[config.mk]
export PLATFORM = sky130hd
export DESIGN_NAME = midi_pitch_tx
export DESIGN_NICKNAME = d
export VERILOG_FILES = /design/src/rtl/midi_pitch_tx.sv
export SDC_FILE = /design/constraint.sdc
export NUM_CORES = 1
export LEC_CHECK = 0
export CAP_MARGIN = 10
export CORE_MARGIN = 4
export CORE_UTILIZATION = 55
export DETAILED_ROUTE_END_ITERATION = 6
export GPL_TIMING_DRIVEN = 0
export PLACE_DENSITY = 0.76
export SLEW_MARGIN = 30
export SYNTH_ARGS = -nofsm -noshare
export SYNTH_HDL_FRONTEND = slang
export SYNTH_SLANG_ARGS = --single-unit
[constraint.sdc]
create_clock -name CLOCK_25 -period 2.9 [get_ports CLOCK_25]
set_clock_uncertainty 0.2 [all_clocks]
set_input_delay 0.435 -clock CLOCK_25 [delete_from_list [all_inputs] [get_ports CLOCK_25]]
set_output_delay 0.435 -clock CLOCK_25 [all_outputs]
set_load 0.02 [all_outputs]
[src/rtl/midi_pitch_tx.sv]
// midi_pitch_tx: 8N1 MIDI transmitter for 14-bit pitch-bend messages with optional running status
module midi_pitch_tx #(
    parameter int CLK_HZ = 25000000,
    parameter int BAUD = 31250,
    parameter int DIV = CLK_HZ / BAUD,
    parameter bit RUNNING_STATUS = 1'b1
) (
    input  logic        CLOCK_25,
    input  logic        reset_data,
    input  logic        pitch_cmd,
    input  logic [13:0] pitch_val,
    input  logic [3:0]  midi_ch,
    output logic        midi_txd,
    output logic        busy,
    output logic        msg_done
);
    localparam int BW = $clog2(DIV);
    typedef enum logic [1:0] {IDLE, STATUS, DATA_LSB, DATA_MSB} state_t;
    state_t state, state_nx;
    logic [BW-1:0] baud_cnt;
    logic [3:0] bit_cnt;
    logic [9:0] frame, frame_nx;
    logic [13:0] cur_val, hold_val, src_val;
    logic [3:0] hold_ch, src_ch;
    logic [7:0] last_status;
    logic pending, go, bit_end, byte_end, start, need_status, done_nx;
    always_comb begin
        go = pitch_cmd | pending;
        src_ch = pitch_cmd ? midi_ch : hold_ch;
        src_val = pitch_cmd ? pitch_val : hold_val;
        need_status = !RUNNING_STATUS || {4'hE, src_ch} != last_status;
        bit_end = baud_cnt == BW'(DIV - 1);
        byte_end = bit_end && bit_cnt == 4'd9;
        done_nx = state == DATA_MSB && byte_end;
        // A pending message chains straight onto the last stop bit with no idle gap
        start = go && (state == IDLE || done_nx);
        state_nx = state;
        frame_nx = bit_end ? {1'b1, frame[9:1]} : frame;
        if (start) begin
            state_nx = need_status ? STATUS : DATA_LSB;
            frame_nx = need_status ? {1'b1, 4'hE, src_ch, 1'b0} : {2'b10, src_val[6:0], 1'b0};
        end else if (byte_end) begin
            state_nx = state == STATUS ? DATA_LSB : state == DATA_LSB ? DATA_MSB : IDLE;
            frame_nx = state == STATUS ? {2'b10, cur_val[6:0], 1'b0} :
                       state == DATA_LSB ? {2'b10, cur_val[13:7], 1'b0} : '1;
        end
    end
    always_ff @(posedge CLOCK_25 or posedge reset_data) begin
        if (reset_data) begin
            state <= IDLE;
            baud_cnt <= '0;
            bit_cnt <= '0;
            frame <= '1;
            cur_val <= '0;
            hold_val <= '0;
            hold_ch <= '0;
            last_status <= 8'h00;
            pending <= 1'b0;
            msg_done <= 1'b0;
        end else begin
            state <= state_nx;
            frame <= frame_nx;
            msg_done <= done_nx;
            if (start) begin
                baud_cnt <= '0;
                bit_cnt <= '0;
                cur_val <= src_val;
                if (need_status) last_status <= {4'hE, src_ch};
            end else if (state != IDLE) begin
                baud_cnt <= bit_end ? '0 : baud_cnt + BW'(1);
                bit_cnt <= byte_end ? 4'd0 : bit_end ? bit_cnt + 4'd1 : bit_cnt;
            end
            if (pitch_cmd) begin
                hold_ch <= midi_ch;
                hold_val <= pitch_val;
            end
            pending <= start ? 1'b0 : pitch_cmd ? 1'b1 : pending;
        end
    end
    assign midi_txd = frame[0];
    assign busy = state != IDLE || pending;
endmodule

==> out/results.tsv, run 1 <==
stage	metric	value	unit
placed_design	dpl.cell_count	371	
synthesis	postSynth.topFlopCell	sky130_fd_sc_hd__dfrtp_1	
finish	num_antenna_cells	0	
placed_design	placement.cell_area	3370	µm²
sta	worst_slew_margin_rel	0.498	
pwr	power.ir.vdd_worst	353	µV
synthesis	asyncSetResetFlopFracSynth	1.00	
synthesis	yosys_warnings	0	
synthesis	syn-num-nets	305	
synthesis	synth_edf_count	0	
setup_path	critical_path.top_delay_family	buffers and inverters	
pwr	clock_power_share	0.449	
sta	final.setup.worst_slack	0.128	ns
setup_path	critical_path_rt	2.97	ns
finish	area.growth.synth_to_final	18.3	%
sta	total_count_of_hold_check_failures_in_the_final_report	0	
placed_design	gp_routability_congestion	0.880	
synthesis	synth_top_cell_area_share	0.454	
sta	grt_setup_unrepaired	false	
cts	numCtsBuffers	9	
finish	most-common-layout-cells	55 x sky130_fd_sc_hd__dfrtp_1, 42 x sky130_fd_sc_hd__nand2_1, 23 x sky130_fd_sc_hd__clkdlybuf4s50_1	
sta	finalWorstPathRequiredPeriod	2.77	ns
synthesis	yosys_register_bits	64	
outcome	status	finished, final reports clean	
synthesis	mappedNetlistArea	3030	µm²
sta	f_max	361	MHz
placed_design	dp_hpwl	4180	µm
global_routing	grt-ovfl-total	0	
floorplan	design.portCount	24	
synthesis	synth.top_cells.by_area	sky130_fd_sc_hd__dfrtp_1 45%, sky130_fd_sc_hd__dfstp_2 7.8%, sky130_fd_sc_hd__mux2_2 7.4%, sky130_fd_sc_hd__nand2_1 5.2%, sky130_fd_sc_hd__mux2i_1 3.3%	
floorplan	fp.dieH	82.3	µm
min_path	hp-class	input port to asynchronous set/reset pin	
pwr	cell_internal_pwr	1.48	mW
synthesis	synth_top_area_cell	sky130_fd_sc_hd__dfrtp_1	
cts	clockBufferDepth	2	
cts	clock_insertion_delay_worst_skew	0.34	ns
global_routing	pin_count_of_the_biggest_net_entering_global_routing	44	
global_routing	most_congested_layer_reported_by_global_routing	met2	
placed_design	placement.setup.worst_slack	-0.248	ns
pwr	power.density	519	nW/µm²
finish	layout.nets	340	
global_routing	wire_length_of_the_first_global_routing_pass	10200	µm
finish	mostFrequentLayoutCell	sky130_fd_sc_hd__dfrtp_1	
floorplan	fp.dieArea	6770	µm²
detailed_routing	number_of_remaining_drc_errors	0	
detailed_routing	vias_per_cell	5.64	
cts	clock_sink_count	64	
detailed_routing	vias	2182	
cts	cts.repair_timing.setup_buffer_count	0	
setup_path	peak_per_stage_delay_on_the_critical_path	0.53	ns
floorplan	floorplan_die_width	82.3	µm
sta	final_number_of_setup_violating_endpoints	0	
global_routing	globalRouteMet3Util	0.0510	
sta	fin_tns_setup	0	ns
finish	final_design_area_no_fill	3590	µm²
setup_path	cpMaxStageDelayCell	sky130_fd_sc_hd__clkdlybuf4s50_1	
pwr	power.switching_fraction	0.206	
global_routing	number_of_global_route_vias_before_repair	2175	
global_routing	grt.met1_usage	0.270	
placed_design	port_buffers	23	
synthesis	synth_cell_type_count	49	
synthesis	synthesis.instances	277	
setup_path	crit_arrival	2.85	ns
detailed_routing	drt-wirelength-per-cell	15.5	µm
setup_path	worst-path-max-fanout	10	
setup_path	slack_of_the_worst_reg_to_reg_path	0.19	ns
floorplan	coreArea	5240	µm²
setup_path	worstPathBufferInverterCount	2	
pwr	seqPwrFrac	0.496	
floorplan	core.rowCount	26	
floorplan	initial_utilization	0.579	
global_routing	gr-usage-all-layers	0.203	
sta	min_period_over_period	0.956	
synthesis	synth_area_per_inst	10.9	µm²
setup_path	kind_of_launch_point_of_the_worst_setup_path	input port	
finish	final_cells	387	
global_routing	antenna_found_initial	0	
cts	cts.htree.levels	3	
detailed_routing	first_iter_violations	104	
cts	cts_tree	done	
setup_path	crit_chain	clkdlybuf4s50_1, buf_2, mux2_2, xnor2_1, nand4_1, and2_1, o21bai_1	
detailed_routing	first_pass_iters	5	
setup_path	end_kind	register	
finish	layout-drive-gt1-share	0.189	
pwr	share_comb_of_total_power	0.055	
synthesis	synth_sequential_area_ratio	0.532	
flow_run	cap_violations	0	
cts	cts_resized	0	
setup_path	worst-setup-path-type	input port to register	
pwr	power_switching	0.383	mW
detailed_routing	drt_wl_total	5990	µm
global_routing	met2_usage	0.313	
cts	number_of_buffers_inserted_for_hold_repair_after_clock_tree_synthesis	0	
pwr	static-leakage-power	1.66	nW
detailed_routing	drt.antenna.violating_nets	0	
sta	worst-slew-pin-transition	0.751	ns
sta	timing_max_transition_violations_final	0	
finish	finalCoreUtilization	0.685	
cts	clock_slew_at_the_register_clock_pins_of_the_worst_setup_and_hold_paths	0.07	ns
cts	ctsRootBufferMaster	sky130_fd_sc_hd__clkbuf_8	
==> final timing paths <==
kind | start | endpoint | depth (start not counted)
max | pitch_cmd | frame[8] | 7
min | reset_data | hold_val[6] | 2
max reg2reg | baud_cnt[0] | last_status[1] | 6
min reg2reg | frame[0] | frame[0] | 2
max in group asynchronous | reset_data | frame[0] | 3
min in group CLOCK_25 | frame[0] | frame[0] | 2
==> state kept, by name (all words and copies together), names as in the netlist <==
signal and flops:
baud_cnt 10, bit_cnt 4, cur_val 14, frame 9, hold_ch 4, hold_val 14, last_status 5, msg_done 1
pending 1, state 2
==> synthesized netlist by cell type (2+ instances only) <==
cell type                  number
sky130_fd_sc_hd__o21ai_2        2
sky130_fd_sc_hd__nand2b_1       5
sky130_fd_sc_hd__o21ai_0        9
sky130_fd_sc_hd__and3_1         2
sky130_fd_sc_hd__o221ai_1       4
sky130_fd_sc_hd__nand3_1        7
sky130_fd_sc_hd__mux2_2        20
sky130_fd_sc_hd__nand4_1        3
sky130_fd_sc_hd__nand2_2        2
sky130_fd_sc_hd__mux2_1         2
sky130_fd_sc_hd__dfstp_2        9
sky130_fd_sc_hd__inv_1          9
sky130_fd_sc_hd__o221ai_2       2
sky130_fd_sc_hd__xnor2_1        5
sky130_fd_sc_hd__a21oi_1       18
sky130_fd_sc_hd__ha_1           7
sky130_fd_sc_hd__a221oi_1       2
sky130_fd_sc_hd__buf_6          2
sky130_fd_sc_hd__nor3_1         3
sky130_fd_sc_hd__nand2_1       42
sky130_fd_sc_hd__o22ai_1        3
sky130_fd_sc_hd__nor2_1        18
sky130_fd_sc_hd__or3_1          2
sky130_fd_sc_hd__mux2i_1       10
sky130_fd_sc_hd__buf_2          3
sky130_fd_sc_hd__dfrtp_1       55
sky130_fd_sc_hd__clkbuf_1       4
sky130_fd_sc_hd__nor3b_1        2
sky130_fd_sc_hd__xor2_1         5
==> layer usage <==
metal  share of wire  up-vias  routed length (µm)
met3           0.062       11                 374
met2            0.48       62                2890
met5               0        -                   0
met1            0.44     1073                2630
li1                -     1036                   -
met4           0.017        0                  99
==> worst register-to-register path, cell delays in order, from the launching register on <==
cell                       delay (ns)
sky130_fd_sc_hd__dfrtp_1         0.43
sky130_fd_sc_hd__ha_1            0.30
sky130_fd_sc_hd__nand4b_1        0.20
sky130_fd_sc_hd__or3_4           0.44
sky130_fd_sc_hd__o31ai_4         0.47
sky130_fd_sc_hd__buf_6           0.23
sky130_fd_sc_hd__mux2_1          0.33
==> per-stage QoR <==
| stage | power [mW] | hold slack (ns) |
|---|---|---|
| final | 1.86 | 0.195 |
| after global routing | 1.94 | 0.206 |
| after CTS | 1.88 | 0.204 |
| after detailed placement | 1.05 | 0.267 |
| after global placement | 1.04 | 0.265 |
| after floorplan | 0.997 | 0.246 |
==> power groups by stage <==
stage	registers, mW	clock network [mW]	logic [mW]
after CTS	0.924	0.848	0.106
after floorplan	0.938	0	0.0587
after global routing	0.925	0.896	0.114
after detailed placement	0.941	0	0.105
final	0.924	0.835	0.103
after global placement	0.939	0	0.0989
==> area by class of cell <==
type                    instances  area (µm²)
clock buffers                  13         149
flip-flops and latches         64        1610
clock inverters                 3        65.1
multi-input cells             193        1320
inverters                       9        36.3
fillers                       409        1650
repair buffers                 24         250
plain buffers                  11        63.8
well taps                      70        87.6
==> kinds of logic (layout without fill, tap and decap cells) <==
group                      after synthesis  after routing  synth area share
AOI/OAI and AO/OA                       50             50             0.115
xor gates and xnor gates                10             10            0.0289
adders and majority gates                7              7            0.0289
buffers and inverters                   20             60            0.0322
DFF                                     64             64             0.532
muxes                                   32             32             0.115
and+or+nand+nor                         94             94             0.149
Note: power is estimated with default switching activity, not from simulation.
==> run 2: changes to the inputs <==
- SETUP_SLACK_MARGIN: not set -> 0.15
==> run 2 against run 1 <==
Register-to-register slack improved by 0.19 ns. Core utilization is 0.74 points higher. Critical path depth fell by 2. Sequential share of layout area fell by 0.48 points. Fmax grew 6.7%. Global-route usage hardly changed. Sequential power about the same. Total power hardly changed. Final cell count up 1.3%. First-iteration DRC count up 7.7%. Critical endpoint is now busy. Largest cell class unchanged.
==> out/results.tsv, run 2 (synthesized netlist as in run 1, its figures left out) <==
stage	metric	value	unit
pwr	power.ir.vdd_worst	352	µV
pwr	static-leakage-power	1.69	nW
finish	mostFrequentLayoutCell	sky130_fd_sc_hd__dfrtp_1	
detailed_routing	first_pass_iters	4	
cts	clock_slew_at_the_register_clock_pins_of_the_worst_setup_and_hold_paths	0.07	ns
min_path	hp-class	input port to asynchronous set/reset pin	
sta	finalWorstPathRequiredPeriod	2.60	ns
sta	worst_slew_margin_rel	0.497	
finish	most-common-layout-cells	55 x sky130_fd_sc_hd__dfrtp_1, 42 x sky130_fd_sc_hd__nand2_1, 23 x sky130_fd_sc_hd__clkdlybuf4s50_1	
global_routing	gr-usage-all-layers	0.203	
setup_path	crit_arrival	1.96	ns
cts	cts.htree.levels	3	
pwr	power.density	513	nW/µm²
floorplan	floorplan_die_width	82.3	µm
sta	timing_max_transition_violations_final	0	
pwr	finalPower	1.86	mW
finish	biggestRegsByFlops	cur_val: 14 flops, hold_val: 14 flops, baud_cnt: 10 flops	
cts	numCtsBuffers	9	
flow_run	cap_violations	0	
finish	num_antenna_cells	0	
detailed_routing	number_of_remaining_drc_errors	0	
finish	layout.nets	345	
global_routing	grt-ovfl-total	0	
detailed_routing	vias_per_cell	5.65	
detailed_routing	first_iter_violations	112	
setup_path	end_kind	output port	
floorplan	initial_utilization	0.579	
floorplan	fp.dieArea	6770	µm²
global_routing	number_of_global_route_vias_before_repair	2187	
sta	final_number_of_setup_violating_endpoints	0	
placed_design	port_buffers	23	
setup_path	kind_of_launch_point_of_the_worst_setup_path	register	
cts	number_of_buffers_inserted_for_hold_repair_after_clock_tree_synthesis	0	
global_routing	antenna_found_initial	0	
sta	grt_setup_unrepaired	false	
cts	clock_sink_count	64	
floorplan	design.portCount	24	
cts	clock_insertion_delay_worst_skew	0.34	ns
floorplan	coreArea	5240	µm²
global_routing	pin_count_of_the_biggest_net_entering_global_routing	44	
global_routing	wire_length_of_the_first_global_routing_pass	10200	µm
detailed_routing	vias	2215	
sta	min_period_over_period	0.896	
setup_path	worst-setup-path-type	register to output port	
detailed_routing	drt.antenna.violating_nets	0	
finish	layout-drive-gt1-share	0.205	
finish	area.growth.synth_to_final	19.6	%
placed_design	gp_routability_congestion	0.880	
setup_path	worst-path-max-fanout	10	
sta	f_max	385	MHz
floorplan	core.rowCount	26	
detailed_routing	drt-wirelength-per-cell	15.2	µm
setup_path	critical_path_rt	2.27	ns
sta	total_count_of_hold_check_failures_in_the_final_report	0	
cts	ctsRootBufferMaster	sky130_fd_sc_hd__clkbuf_8	
setup_path	timing.critical_path.from	state[0]	
setup_path	rr_startpoint	baud_cnt[0]	
cts	cts_tree	done	
sta	worst-slew-pin-transition	0.753	ns
detailed_routing	drt_wl_total	5970	µm
sta	hold_ws	0.198	ns
cts	clockBufferDepth	2	
outcome	status	finished, final reports clean	
placed_design	dp_hpwl	4180	µm
floorplan	fp.dieH	82.3	µm
-- run 2: cell types whose count changed in the layout (fill, tap and decap cells not counted), sizes merged --
cell / before / now
buf: 8 / 13
-- run 2: path summary, 6_finish.rpt --
| path | endpoint | slack (ns) | cells after the start |
|---|---|---|---|
| min in group CLOCK_25 | frame[0] | 0.27 | 2 |
| min reg2reg | frame[0] | 0.27 | 2 |
| max | busy | 0.30 | 5 |
| min | hold_val[5] | 0.20 | 2 |
| max reg2reg | last_status[1] | 0.38 | 7 |
| max in group asynchronous | frame[0] | 1.73 | 3 |
-- run 2: layout make-up --
type                            instances  area, µm²
Multi-Input combinational cell        193       1320
Buffer                                 11       65.1
Tap cell                               70       87.6
Timing Repair Buffer                   29        288
Clock buffer                           13        149
Fill cell                             405       1610
Inverter                                9       36.3
Sequential cell                        64       1610
Clock inverter                          3       65.1
-- run 2: power breakdown --
| part | total, mW | internal (mW) | switching [mW] |
|---|---|---|---|
| logic | 0.103 | 0.0538 | 0.0494 |
| clock network | 0.834 | 0.507 | 0.326 |
| registers | 0.924 | 0.918 | 0.00567 |
| total | 1.86 | 1.48 | 0.381 |
-- run 2: critical path: stages, from the launching register on --
cell	delay, ns
sky130_fd_sc_hd__dfrtp_1	0.40
sky130_fd_sc_hd__inv_1	0.09
sky130_fd_sc_hd__ha_1	0.23
sky130_fd_sc_hd__clkbuf_2	0.20
sky130_fd_sc_hd__nand2b_1	0.10
sky130_fd_sc_hd__clkdlybuf4s50_1	0.59
-- run 2: metrics by stage --
stage | utilization | std cells | setup WS (ns) | TNS (ns) | area (µm²)
after detailed placement | 0.644 | 371 | -0.248 | -1.57 | 3370
after floorplan | - | 277 | 0.506 | 0 | 3030
after global placement | 0.640 | 370 | -0.412 | -24.01 | 3350
final | 0.692 | 392 | 0.301 | 0 | 3630
after CTS | 0.688 | 389 | 0.174 | 0 | 3600
after global routing | 0.692 | 392 | 0.209 | 0 | 3630
-- run 2: routing by layer --
layer / vias to the layer above / GRT usage / part of all wire
met1: 1094 / 0.270 / 0.44
met4: 0 / 0.0897 / 0.020
met3: 12 / 0.0510 / 0.057
met5: - / 0 / 0
li1: 1051 / - / -
met2: 58 / 0.315 / 0.48
-- run 2: repair_timing --
| item | in CTS | in global routing |
|---|---|---|
| buffers inserted | 2 | 3 |
| gates resized for setup | 0 | 3 |
| pin swaps | 0 | 1 |
| setup endpoints to repair | 2 | 11 |
==> run 3: changes to the inputs <==
- CORE_MARGIN: 4 -> 2
==> run 3 against run 2 <==
Sequential power about the same. Largest power group is now clock. Clock-buffer cell count down 3. Final cell count up 0.51%. Global-route usage up 1.2 points. Highest routed layer unchanged. Via count down 3.0%.
==> out/results.tsv, run 3 (synthesized netlist as in run 1, its figures left out) <==
stage	metric	value	unit
detailed_routing	vias_per_cell	5.45	
global_routing	gr-usage-all-layers	0.215	
global_routing	pin_count_of_the_biggest_net_entering_global_routing	43	
sta	fin_tns_setup	0	ns
detailed_routing	drt-wirelength-per-cell	14.8	µm
floorplan	floorplan_die_width	78.3	µm
cts	clock_sink_count	64	
global_routing	antenna_found_initial	0	
pwr	power.ir.vdd_worst	355	µV
cts	clock_slew_at_the_register_clock_pins_of_the_worst_setup_and_hold_paths	0.07	ns
cts	cts.htree.levels	3	
global_routing	wire_length_of_the_first_global_routing_pass	10200	µm
finish	finalCoreUtilization	0.681	
global_routing	grt-ovfl-total	0	
sta	final_number_of_setup_violating_endpoints	0	
detailed_routing	first_pass_iters	4	
finish	layout.area.seq	1610	µm²
finish	nFillCells	415	
floorplan	fp.dieArea	6120	µm²
setup_path	peak_per_stage_delay_on_the_critical_path	0.59	ns
sta	grt_setup_unrepaired	false	
sta	f_max	388	MHz
pwr	static-leakage-power	1.72	nW
sta	hold_ws	0.208	ns
sta	worst-slew-pin-transition	0.855	ns
finish	layout-drive-gt1-share	0.214	
detailed_routing	first_iter_violations	97	
detailed_routing	drt.antenna.violating_nets	0	
pwr	power.switching_fraction	0.195	
detailed_routing	vias	2149	
setup_path	end_kind	output port	
finish	multiInputGateArea	1320	µm²
pwr	power_switching	0.399	mW
setup_path	rr_endpoint	cur_val[3]	
floorplan	coreArea	5410	µm²
flow_run	cap_violations	0	
pwr	clock_power_share	0.499	
setup_path	worst-setup-path-type	register to output port	
finish	biggestRegsByFlops	cur_val: 14 flops, hold_val: 14 flops, baud_cnt: 10 flops	
cts	numCtsBuffers	9	
floorplan	initial_utilization	0.561	
cts	ctsRootBufferMaster	sky130_fd_sc_hd__clkbuf_8	
setup_path	slack_of_the_worst_reg_to_reg_path	0.36	ns
cts	clockBufferDepth	2	
sta	worst_slew_margin_rel	0.429	
placed_design	port_buffers	23	
outcome	status	finished, final reports clean	
sta	total_count_of_hold_check_failures_in_the_final_report	0	
detailed_routing	number_of_remaining_drc_errors	0	
floorplan	core.rowCount	27	
setup_path	rr_worst_depth	8	
pwr	power.density	556	nW/µm²
sta	timing_max_transition_violations_final	0	
setup_path	worst-path-max-fanout	10	
setup_path	rr_startpoint	baud_cnt[0]	
setup_path	critical_path_rt	2.27	ns
placed_design	gp_routability_congestion	0.824	
cts	cts_tree	done	
detailed_routing	drt_wl_total	5840	µm
setup_path	kind_of_launch_point_of_the_worst_setup_path	register	
min_path	hp-class	input port to asynchronous set/reset pin	
floorplan	fp.dieH	78.3	µm
pwr	seqPwrFrac	0.451	
floorplan	design.portCount	24	
finish	area.growth.synth_to_final	21.4	%
pwr	share_comb_of_total_power	0.050	
setup_path	critical_path.top_delay_family	buffers and inverters	
global_routing	number_of_global_route_vias_before_repair	2147	
finish	most-common-layout-cells	55 x sky130_fd_sc_hd__dfrtp_1, 42 x sky130_fd_sc_hd__nand2_1, 23 x sky130_fd_sc_hd__clkdlybuf4s50_1	
cts	number_of_buffers_inserted_for_hold_repair_after_clock_tree_synthesis	0	
finish	mostFrequentLayoutCell	sky130_fd_sc_hd__dfrtp_1	
setup_path	worst-path-stages	5	
sta	min_period_over_period	0.889	
finish	layout.nets	345	
setup_path	worstPathBufferInverterCount	3	
placed_design	dp_hpwl	4040	µm
sta	finalWorstPathRequiredPeriod	2.58	ns
cts	clock_insertion_delay_worst_skew	0.34	ns
setup_path	cpMaxStageDelayCell	sky130_fd_sc_hd__clkdlybuf4s50_1	
pwr	cell_internal_pwr	1.65	mW
setup_path	crit_arrival	1.94	ns
finish	num_antenna_cells	0	
setup_path	crit_chain	inv_1, ha_1, clkbuf_2, nand2b_1, clkdlybuf4s50_1	
run 3: per-stage QoR:
step | cell area (µm²) | power, mW | setup WS (ns) | std cells
floorplan | 3030 | 0.997 | 0.506 | 277
global placement | 3350 | 1.04 | -0.389 | 372
detailed placement | 3380 | 1.05 | -0.245 | 373
CTS | 3670 | 2.06 | 0.183 | 392
global route | 3680 | 2.11 | 0.166 | 394
finish | 3680 | 2.05 | 0.322 | 394
run 3: worst max path at each step:
stage	startpoint	end
finish	state[0]	busy
global route	baud_cnt[0]	bit_cnt[2]
CTS	baud_cnt[0]	last_status[1]
detailed placement	pitch_cmd	last_status[3]
global placement	reset_data	hold_ch[1]
floorplan	baud_cnt[6]	last_status[0]
run 3: layout make-up:
class | instances | share of cell area
inverters | 9 | 0.00985
multi-input cells | 193 | 0.359
plain buffers | 11 | 0.0177
flip-flops and latches | 64 | 0.438
clock buffers | 10 | 0.0374
well taps | 72 | 0.0245
repair buffers | 29 | 0.0782
clock inverters | 6 | 0.0353
run 3: per-layer routing:
layer  GRT usage  vias to the layer above  share of wire
li1            -                     1053              -
met1       0.306                     1057           0.47
met2       0.325                       34           0.49
met3      0.0356                        5          0.035
met4       0.100                        0         0.0062
met5           0                        -              0
run 3: power by group through the flow:
stage                     combinational [mW]  clock (mW)  sequential [mW]
after floorplan                       0.0587           0            0.938
after global placement                0.0988           0            0.939
after detailed placement               0.105           0            0.941
after CTS                              0.105        1.03            0.924
after global routing                   0.117        1.07            0.926
final                                  0.103        1.02            0.924
run 3: repair_timing:
item | 4_1_cts | 5_1_grt
pin swaps | 0 | 1
buffers inserted | 3 | 2
setup endpoints to repair | 3 | 16
gates resized for setup | 0 | 2
